File: config.mk
export PLATFORM = sky130hd
export DESIGN_NAME = weight_fetch_ctrl
export DESIGN_NICKNAME = d
export VERILOG_FILES = /design/src/rtl/ann_weight_pkg.sv /design/src/rtl/weight_fetch_fifo.sv /design/src/rtl/weight_fetch_ctrl.sv
export SDC_FILE = /design/constraint.sdc
export NUM_CORES = 1
export LEC_CHECK = 0
export ABC_AREA = 1
export CORE_ASPECT_RATIO = 1.4
export CORE_MARGIN = 2
export CORE_UTILIZATION = 55
export CTS_CLUSTER_SIZE = 12
export DETAILED_ROUTE_END_ITERATION = 8
export DONT_BUFFER_PORTS = 1
export PLACE_DENSITY_LB_ADDON = 0.15
export SYNTH_ARGS = -nofsm -noshare
export SYNTH_HDL_FRONTEND = slang
export SYNTH_SLANG_ARGS = --single-unit
File: constraint.sdc
create_clock -name clk -period 1.8 [get_ports clk]
set_clock_uncertainty 0.15 [all_clocks]
set_input_delay 0.36 -clock clk [delete_from_list [all_inputs] [get_ports clk]]
set_output_delay 0.36 -clock clk [all_outputs]
set_load 0.005 [all_outputs]
File: src/rtl/ann_weight_pkg.sv
// Shared definitions for the weight fetch path: default geometry of the
// weight BRAM and the fetch controller state encoding.
package ann_weight_pkg;

  localparam int DEF_DATA_W    = 16;
  localparam int DEF_ADDR_W    = 5;
  localparam int DEF_N_WEIGHTS = 28;

  typedef enum logic [1:0] {
    ST_IDLE  = 2'd0,
    ST_FETCH = 2'd1,
    ST_DRAIN = 2'd2,
    ST_FIN   = 2'd3
  } wf_state_e;

endpackage

File: src/rtl/weight_fetch_fifo.sv
// Two-entry output FIFO for streamed weights. Entry "head" drives the
// consumer directly from a register, so data and last flag stay put while
// the consumer stalls. A push and a pop in the same cycle keep occupancy.
module weight_fetch_fifo #(
  parameter int DATA_W = 16
) (
  input  logic              clk,
  input  logic              rst_n,
  input  logic              push,
  input  logic [DATA_W-1:0] push_data,
  input  logic              push_last,
  input  logic              pop,
  output logic [DATA_W-1:0] head_data,
  output logic              head_last,
  output logic              head_valid,
  output logic [1:0]        level_next
);

  logic [DATA_W-1:0] head_data_r;
  logic              head_last_r;
  logic [DATA_W-1:0] tail_data_r;
  logic              tail_last_r;
  logic [1:0]        count_r;
  logic              valid_r;
  logic              pop_s;
  logic [1:0]        count_next_s;

  assign pop_s = pop & valid_r;

  // Occupancy after this edge; the controller uses it to gate new reads.
  always_comb begin
    count_next_s = count_r + {1'b0, push} - {1'b0, pop_s};
  end

  // Entry storage: shift tail into head on pop, land pushes in the first free slot.
  always_ff @(posedge clk or negedge rst_n) begin
    if (!rst_n) begin
      head_data_r <= {DATA_W{1'b0}};
      head_last_r <= 1'b0;
      tail_data_r <= {DATA_W{1'b0}};
      tail_last_r <= 1'b0;
      count_r     <= 2'd0;
      valid_r     <= 1'b0;
    end else begin
      count_r <= count_next_s;
      valid_r <= (count_next_s != 2'd0);
      case ({push, pop_s})
        2'b10: begin
          if (count_r == 2'd0) begin
            head_data_r <= push_data;
            head_last_r <= push_last;
          end else begin
            tail_data_r <= push_data;
            tail_last_r <= push_last;
          end
        end
        2'b01: begin
          head_data_r <= tail_data_r;
          head_last_r <= tail_last_r;
        end
        2'b11: begin
          if (count_r == 2'd1) begin
            head_data_r <= push_data;
            head_last_r <= push_last;
          end else begin
            head_data_r <= tail_data_r;
            head_last_r <= tail_last_r;
            tail_data_r <= push_data;
            tail_last_r <= push_last;
          end
        end
        default: begin
          head_data_r <= head_data_r;
        end
      endcase
    end
  end

  assign head_data  = head_data_r;
  assign head_last  = head_last_r;
  assign head_valid = valid_r;
  assign level_next = count_next_s;

endmodule

File: src/rtl/weight_fetch_ctrl.sv
// Weight fetch controller: on START, reads N_WEIGHTS words from a
// 1-cycle-latency BRAM in ascending order and streams them through a
// 2-entry FIFO with valid/ready handshake, W_LAST on the final word and a
// one-cycle DONE pulse once it has been accepted.
// Optional build macro WFETCH_CHKSUM_EN adds a CHKSUM output holding the
// modulo-2^DATA_W sum of the accepted words of the current fetch.
module weight_fetch_ctrl
  import ann_weight_pkg::*;
#(
  parameter int N_WEIGHTS = DEF_N_WEIGHTS,
  parameter int ADDR_W    = DEF_ADDR_W,
  parameter int DATA_W    = DEF_DATA_W
) (
  input  logic                     clk,
  input  logic                     rst_n,
  input  logic                     start,
  output logic [ADDR_W-1:0]        bram_addr,
  output logic                     bram_en,
  output logic                     bram_we,
  input  logic signed [DATA_W-1:0] bram_do,
  output logic signed [DATA_W-1:0] w_data,
  output logic                     w_valid,
  input  logic                     w_ready,
  output logic                     w_last,
  output logic                     busy,
  output logic                     done
`ifdef WFETCH_CHKSUM_EN
  ,
  output logic [DATA_W-1:0]        chksum
`endif
);

  // Issue counter is one bit wider so N_WEIGHTS = 2^ADDR_W is representable.
  localparam int                CNT_W     = ADDR_W + 1;
  localparam logic [CNT_W-1:0]  N_CNT     = CNT_W'(N_WEIGHTS);
  localparam logic [ADDR_W-1:0] LAST_ADDR = ADDR_W'(N_WEIGHTS - 1);

  wf_state_e         state_r;
  wf_state_e         state_next_s;
  logic [CNT_W-1:0]  issued_r;
  logic [CNT_W-1:0]  issued_next_s;
  logic [ADDR_W-1:0] bram_addr_r;
  logic [ADDR_W-1:0] issue_addr_s;
  logic              bram_en_r;
  logic              issue_s;
  logic              busy_r;
  logic              done_r;
  logic              pop_s;
  logic              push_last_s;
  logic [1:0]        level_next_s;
  logic [DATA_W-1:0] fifo_data_s;

  assign pop_s       = w_valid & w_ready;
  assign push_last_s = (bram_addr_r == LAST_ADDR);

  weight_fetch_fifo #(
    .DATA_W(DATA_W)
  ) u_fifo (
    .clk        (clk),
    .rst_n      (rst_n),
    .push       (bram_en_r),
    .push_data  (bram_do),
    .push_last  (push_last_s),
    .pop        (pop_s),
    .head_data  (fifo_data_s),
    .head_last  (w_last),
    .head_valid (w_valid),
    .level_next (level_next_s)
  );

  // Next state and read-issue decision; a read is issued only if the FIFO
  // will still have a free slot for it once it lands.
  always_comb begin
    state_next_s  = state_r;
    issue_s       = 1'b0;
    issue_addr_s  = issued_r[ADDR_W-1:0];
    issued_next_s = issued_r + {{(CNT_W-1){1'b0}}, 1'b1};
    case (state_r)
      ST_IDLE: begin
        if (start) begin
          state_next_s  = ST_FETCH;
          issue_s       = 1'b1;
          issue_addr_s  = {ADDR_W{1'b0}};
          issued_next_s = {{(CNT_W-1){1'b0}}, 1'b1};
        end else begin
          state_next_s = ST_IDLE;
        end
      end
      ST_FETCH: begin
        if (issued_r == N_CNT) begin
          state_next_s = ST_DRAIN;
        end else if (level_next_s < 2'd2) begin
          issue_s = 1'b1;
        end else begin
          issue_s = 1'b0;
        end
      end
      ST_DRAIN: begin
        if (pop_s && w_last) begin
          state_next_s = ST_FIN;
        end else begin
          state_next_s = ST_DRAIN;
        end
      end
      ST_FIN: begin
        state_next_s = ST_IDLE;
      end
      default: begin
        state_next_s = ST_IDLE;
      end
    endcase
  end

  // State, read port and status registers.
  always_ff @(posedge clk or negedge rst_n) begin
    if (!rst_n) begin
      state_r     <= ST_IDLE;
      issued_r    <= {CNT_W{1'b0}};
      bram_addr_r <= {ADDR_W{1'b0}};
      bram_en_r   <= 1'b0;
      busy_r      <= 1'b0;
      done_r      <= 1'b0;
    end else begin
      state_r   <= state_next_s;
      bram_en_r <= issue_s;
      if (issue_s) begin
        bram_addr_r <= issue_addr_s;
        issued_r    <= issued_next_s;
      end
      busy_r <= (state_next_s == ST_FETCH) || (state_next_s == ST_DRAIN);
      done_r <= (state_next_s == ST_FIN);
    end
  end

  assign bram_addr = bram_addr_r;
  assign bram_en   = bram_en_r;
  assign bram_we   = 1'b0;
  assign w_data    = fifo_data_s;
  assign busy      = busy_r;
  assign done      = done_r;

`ifdef WFETCH_CHKSUM_EN
  logic [DATA_W-1:0] chksum_r;

  // Running sum of accepted words, restarted by every accepted START.
  always_ff @(posedge clk or negedge rst_n) begin
    if (!rst_n) begin
      chksum_r <= {DATA_W{1'b0}};
    end else if ((state_r == ST_IDLE) && start) begin
      chksum_r <= {DATA_W{1'b0}};
    end else if (pop_s) begin
      chksum_r <= chksum_r + fifo_data_s;
    end
  end

  assign chksum = chksum_r;
`endif

endmodule

-- After elaboration in Yosys (flattened, before gate mapping)
Index checks and enable logic that the tools add are counted.
- $add $sub $neg: 3
- magnitude comparators: 1
- equality and inequality tests: 15
- muxes and demuxes: 24
- bitwise operators: 2
- reduce and logical (&&, ||, !) cells: 9
- operators by type and width (kind ; number):
    $mux 16 ; 4
    $pmux 16 s3 ; 1
    $pmux 16 s2 ; 1
    $eq 2x2->1 const B ; 6
    $mux 6 ; 2
    $mux 5 ; 2
    $mux 1 ; 9
    $eq 2x1->1 const B ; 4
    $pmux 2 s4 ; 1
    $add 6x1->6 const B ; 1
    $eq 6x5->1 const B ; 1
    $eq 5x5->1 const B ; 1
    $logic_not 2->1 ; 2
    $ne 2x2->1 const B ; 2
    $pmux 1 s2 ; 2
    $reduce_bool 2->1 ; 2
    $pmux 1 s3 ; 1
    $reduce_and 3->1 ; 1
    $reduce_bool 3->1 ; 1
    $add 2x1->2 ; 1
    $and 1x1->1 ; 2
    $lt 2x2->1 const B ; 1
    $mux 2 ; 1
    $ne 2x1->1 const B ; 1
    other kinds (4) ; 4
- register bits: 53
- input bits: 20
- output and inout bits: 27
- word-level logic and storage cells: 66

-- Depth between registers and ports, before layout
- word-level depth: 7
- gate-level depth with buffers: 11
- mapped depth without buffers: 11

-- Cells and area by module
From an unflattened synthesis, not the netlist that was laid out.
- cells, all modules: 337
- area total of the unflattened synthesis: 2753.9 sq um
- modules (own cells, without submodules) (module ; times used ; cells an instance ; area each (sq um) ; sequential area each (sq um)):
    weight_fetch_fifo ; 1 ; 241 ; 1900.6 ; 925.9
    weight_fetch_ctrl ; 1 ; 96 ; 853.3 ; 400.4

-- Least setup slack after synthesis
No wires, ideal clock.
- kind: register to register
- start point: register u_fifo.valid_r, in the netlist u_fifo.head_valid
- end point: register issued_r[3]
- library setup time: 0.117 ns
- data arrival time: 1.504 ns
- data required time: 1.533 ns
- slack: 0.030 ns
- stages on the path, launching flop included: 12
- buffers on the path: 1
- clock period less this slack: 1.770 ns
- cells stage by stage: dfrtp_1 nand2_2 nor2_1 inv_1 nand2_1 ha_1 xor2_1 nand2_1 nand3_2 buf_4 nand3_1 nand2_1
- cells in the longest elaborated chain, start to end: 7
- RTL lines (element ; RTL line ; text):
    from (decl) ; weight_fetch_fifo.sv:24 ; logic valid_r;
    from (signal assigned) ; weight_fetch_fifo.sv:46 ; valid_r <= (count_next_s != 2'd0);
    $and 1x1->1 ; weight_fetch_ctrl.sv:53 ; assign pop_s = w_valid & w_ready;
    $and 1x1->1 * ; weight_fetch_fifo.sv:28 ; assign pop_s = pop & valid_r;
    $sub 2x1->2 * ; weight_fetch_fifo.sv:32 ; count_next_s = count_r + {1'b0, push} - {1'b0, pop_s};
    $lt 2x2->1 * ; weight_fetch_ctrl.sv:92 ; end else if (level_next_s < 2'd2) begin
    $mux 1 * ; weight_fetch_ctrl.sv:92 ;
    $mux 1 * ; weight_fetch_ctrl.sv:90 ; if (issued_r == N_CNT) begin
    $pmux 1 s2 * ; weight_fetch_ctrl.sv:78 ; case (state_r)
    to (signal assigned) ; weight_fetch_ctrl.sv:118 ; issued_r <= {CNT_W{1'b0}};
    to (signal assigned) ; weight_fetch_ctrl.sv:128 ; issued_r <= issued_next_s;
    to (decl) ; weight_fetch_ctrl.sv:40 ; logic [CNT_W-1:0] issued_r;
Mark *: on every way between the ends. The rest lies on a longest branch, timed or not.
A chain may end at the register's enable or synchronous reset.

-- Worst setup path after layout
- start point: register u_fifo.valid_r, in the netlist u_fifo.head_valid
- end point: register bram_addr_r[0], in the netlist bram_addr[0]
- cells in the longest elaborated chain, start to end: 7
- RTL lines (element ; RTL line ; text):
    $and 1x1->1 ; weight_fetch_ctrl.sv:53 ;
    $and 1x1->1 * ; weight_fetch_fifo.sv:28 ;
    $sub 2x1->2 * ; weight_fetch_fifo.sv:32 ;
    $lt 2x2->1 * ; weight_fetch_ctrl.sv:92 ;
    $mux 1 * ; weight_fetch_ctrl.sv:92 ;
    $mux 1 * ; weight_fetch_ctrl.sv:90 ;
    $pmux 1 s2 * ; weight_fetch_ctrl.sv:78 ;
    to (signal assigned) ; weight_fetch_ctrl.sv:119 ; bram_addr_r <= {ADDR_W{1'b0}};
    to (signal assigned) ; weight_fetch_ctrl.sv:127 ; bram_addr_r <= issue_addr_s;
    to (decl) ; weight_fetch_ctrl.sv:42 ; logic [ADDR_W-1:0] bram_addr_r;
Marked as above.

==> flow_metrics.env <==
export IMPL_finalCritPeriodShare_pct=101.6
export IMPL_clock_latency_ns=0.30
export IMPL_crit_fanout=7
export IMPL_rows=28
export IMPL_finalSetupViolCount=5
export IMPL_io_pin_count=47
export IMPL_initial_core_util_pct=57.41
export IMPL_grt_start_max_net_pins=54
export IMPL_cap_violations=0
export IMPL_violations="setup timing"
export IMPL_first_pass_iters=4
export IMPL_grt_pass1_wl_mm=8.266
export IMPL_antenna_found_initial=0
export IMPL_synth_top_area_share_pct=54.05
export IMPL_status="finished with violations"
export IMPL_cts_num_sinks=53
export IMPL_yosys_area_top_type="dfrtp_1"
export IMPL_yosysSeqAreaShare_pct=54.05
export IMPL_layout_min_cycle_time_ns=1.829
export IMPL_final_common_cell="nand2_1"
export IMPL_diodes=0
export IMPL_areaGrowthSynthToFinish_pct=19.38
export IMPL_peakVddDrop_mv=1.198
export IMPL_fin_hold_ws_ns=0.03601
export IMPL_cts_buffers=5
export IMPL_cts_tree="yes"
export IMPL_busiest_layer="met2"
export IMPL_cp_end_kind="flip-flop"
export IMPL_synth_seq_cells=53
export IMPL_wire_per_inst_um=13.36
export IMPL_synth_net_count=311
export IMPL_p_leak_nw=1.436
export IMPL_post_route_drc_count=0
export IMPL_die_w_um=60.45
export IMPL_fin_cells=373
export IMPL_crit_arrival_ns=1.88
export IMPL_dieArea_mm2=0.005019
export IMPL_gp_congestion=0.7774
export IMPL_yosys_top_cells_area="dfrtp_1, nand2_1, nand3_1"
export IMPL_setup_slack_ns=-0.02860
export IMPL_die_h_um=83.03
export IMPL_grt_pass1_vias=1828
export IMPL_routed_wl_mm=4.984
export IMPL_netlist_area_mm2=0.002454
export IMPL_first_iter_violations=132
export IMPL_final_nets=336
export IMPL_hpwl_mm=3.368
export IMPL_worst_ep_required_time_ns=1.85
export IMPL_placed_cells=356
export IMPL_gr_usage_met2_pct=36.07
export IMPL_ant_nets=0
export IMPL_drive_above_1_share_pct=20.77
export IMPL_h_tree_depth=2
export IMPL_grt_util_met1_pct=26.40
export IMPL_max_freq_mhz=546.9
export IMPL_port_buffer_count=0
export IMPL_synth_area_per_cell_um2=8.549
export IMPL_worst_setup_path_type="flip-flop to flip-flop"
export IMPL_grt_overflow=0
export IMPL_clk_pin_slew_ns=0.09
export IMPL_drv_slew=0
export IMPL_syn_inst=287
export IMPL_rsz0062_at_grt="true"
export IMPL_cp_start_kind="flip-flop"
export IMPL_clockBufferDepth=2
export IMPL_layout_common_cells="nand2_1, dfrtp_1, nand3_1"
export IMPL_vias=1939
export IMPL_ys_warnings_count=0
export IMPL_p_per_area_mw_per_mm2=1947
export IMPL_core_area_mm2=0.004274
export IMPL_grt_total_usage_pct=21.40
export IMPL_cts_root_buf="clkbuf_8"
export IMPL_yosysUniqueCellTypes=25
export IMPL_vias_per_cell=5.198
export IMPL_grt_util_met3_pct=5.296
export IMPL_hp_class="input port to flip-flop"
export IMPL_hold_viol_final=0
==> metrics by stage <==
| stage | TNS, ns | utilization (%) | total power, mW | setup slack (ns) | area [µm²] |
|---|---|---|---|---|---|
| 2_1_floorplan | 0 | - | 3.755 | 0.02974 | 2454 |
| 3_3_place_gp | 0 | 61.42 | 4.422 | 0.001214 | 2625 |
| 3_5_place_dp | -0.5238 | 61.42 | 4.493 | -0.06470 | 2625 |
| 4_1_cts | 0 | 66.92 | 5.575 | 0.0007123 | 2860 |
| 5_1_grt | -0.8817 | 68.53 | 6.181 | -0.07997 | 2929 |
| 6_report | -0.05674 | 68.53 | 5.702 | -0.02860 | 2929 |
==> per-layer routing <==
layer	vias to the layer above	wire length [µm]	part of all wire (%)
met5	-	0	0
met4	0	85	1.7
met3	9	238	4.8
met2	41	2692	54
met1	922	1967	39
li1	967	-	-
==> final cells by class <==
cell class              count  area (µm²)
multi-input cells         189        1013
clock inverters             2       38.79
flip-flops and latches     53        1326
inverters                  32       123.9
fillers                   357        1345
well taps                  60       75.07
clock buffers               6       72.57
repair buffers             31       279.0
==> state kept, by name, indices dropped and copies added, names as in the netlist <==
register,count
u_fifo.count_r,2
bram_en,1
u_fifo.head_data,16
busy,1
u_fifo.tail_data_r,16
u_fifo.tail_last_r,1
done,1
bram_addr,5
issued_r,6
u_fifo.head_valid,1
state_r,2
u_fifo.head_last,1
==> cells in the mapped netlist (all sizes together) <==
master  number
xnor2        4
conb         1
buf         12
nor2        24
inv         31
or2          1
a21oi        1
o21ai       24
nor3         1
clkbuf       1
o211ai       1
a31oi       16
nand2       75
ha           4
nand3       35
xor2         1
dfrtp       53
clkinv       1
o21bai       1
==> what timing repair did <==
item                                    CTS  global route
endpoints found under the setup margin   11            29
hold endpoints to repair                 53             0
gates resized for setup                   8            21
pin swaps                                 4            11
hold buffers                              2             0
buffers inserted                          8             0
==> worst paths after layout <==
check / depth (start not counted) / end / slack, ns / startpoint
max in group asynchronous: 2 / u_fifo.count_r[0] / 0.86 / rst_n
setup / recovery: 11 / bram_addr[0] / -0.03 / u_fifo.head_valid
hold / removal: 2 / u_fifo.tail_data_r[2] / 0.04 / bram_do[2]
min in group asynchronous: 2 / u_fifo.head_data[4] / 0.42 / rst_n
setup reg to reg: 11 / bram_addr[0] / -0.03 / u_fifo.head_valid
hold reg to reg: 2 / u_fifo.tail_data_r[4] / 0.34 / u_fifo.tail_data_r[4]
==> kinds of logic (layout without fill, tap and decap cells) <==
family	count (synthesis)	after routing	share of synthesized area, %
other	1	1	0.1528
XOR/XNOR	5	5	1.785
buffers and inverters	45	71	8.210
adder cells (fa/ha/maj)	4	4	2.040
flip-flops	53	53	54.05
AO/OA/AOI/OAI	43	43	10.40
AND/OR/NAND/NOR	136	136	23.36
==> critical path, stage by stage (launching register included) <==
cell	delay, ns
dfrtp_1	0.39
nand2_2	0.11
nor2_4	0.04
inv_2	0.06
nand2_2	0.07
ha_4	0.17
xnor2_1	0.11
nand2_1	0.15
nand3_4	0.16
buf_6	0.18
nand3_2	0.06
nand2_1	0.06
==> report_power, final <==
part           internal, mW  switching (mW)
clock network         0.418           0.384
registers              1.76           0.417
logic                  1.22            1.51
total                  3.39            2.31
Note: power is estimated with default switching activity, not from simulation.
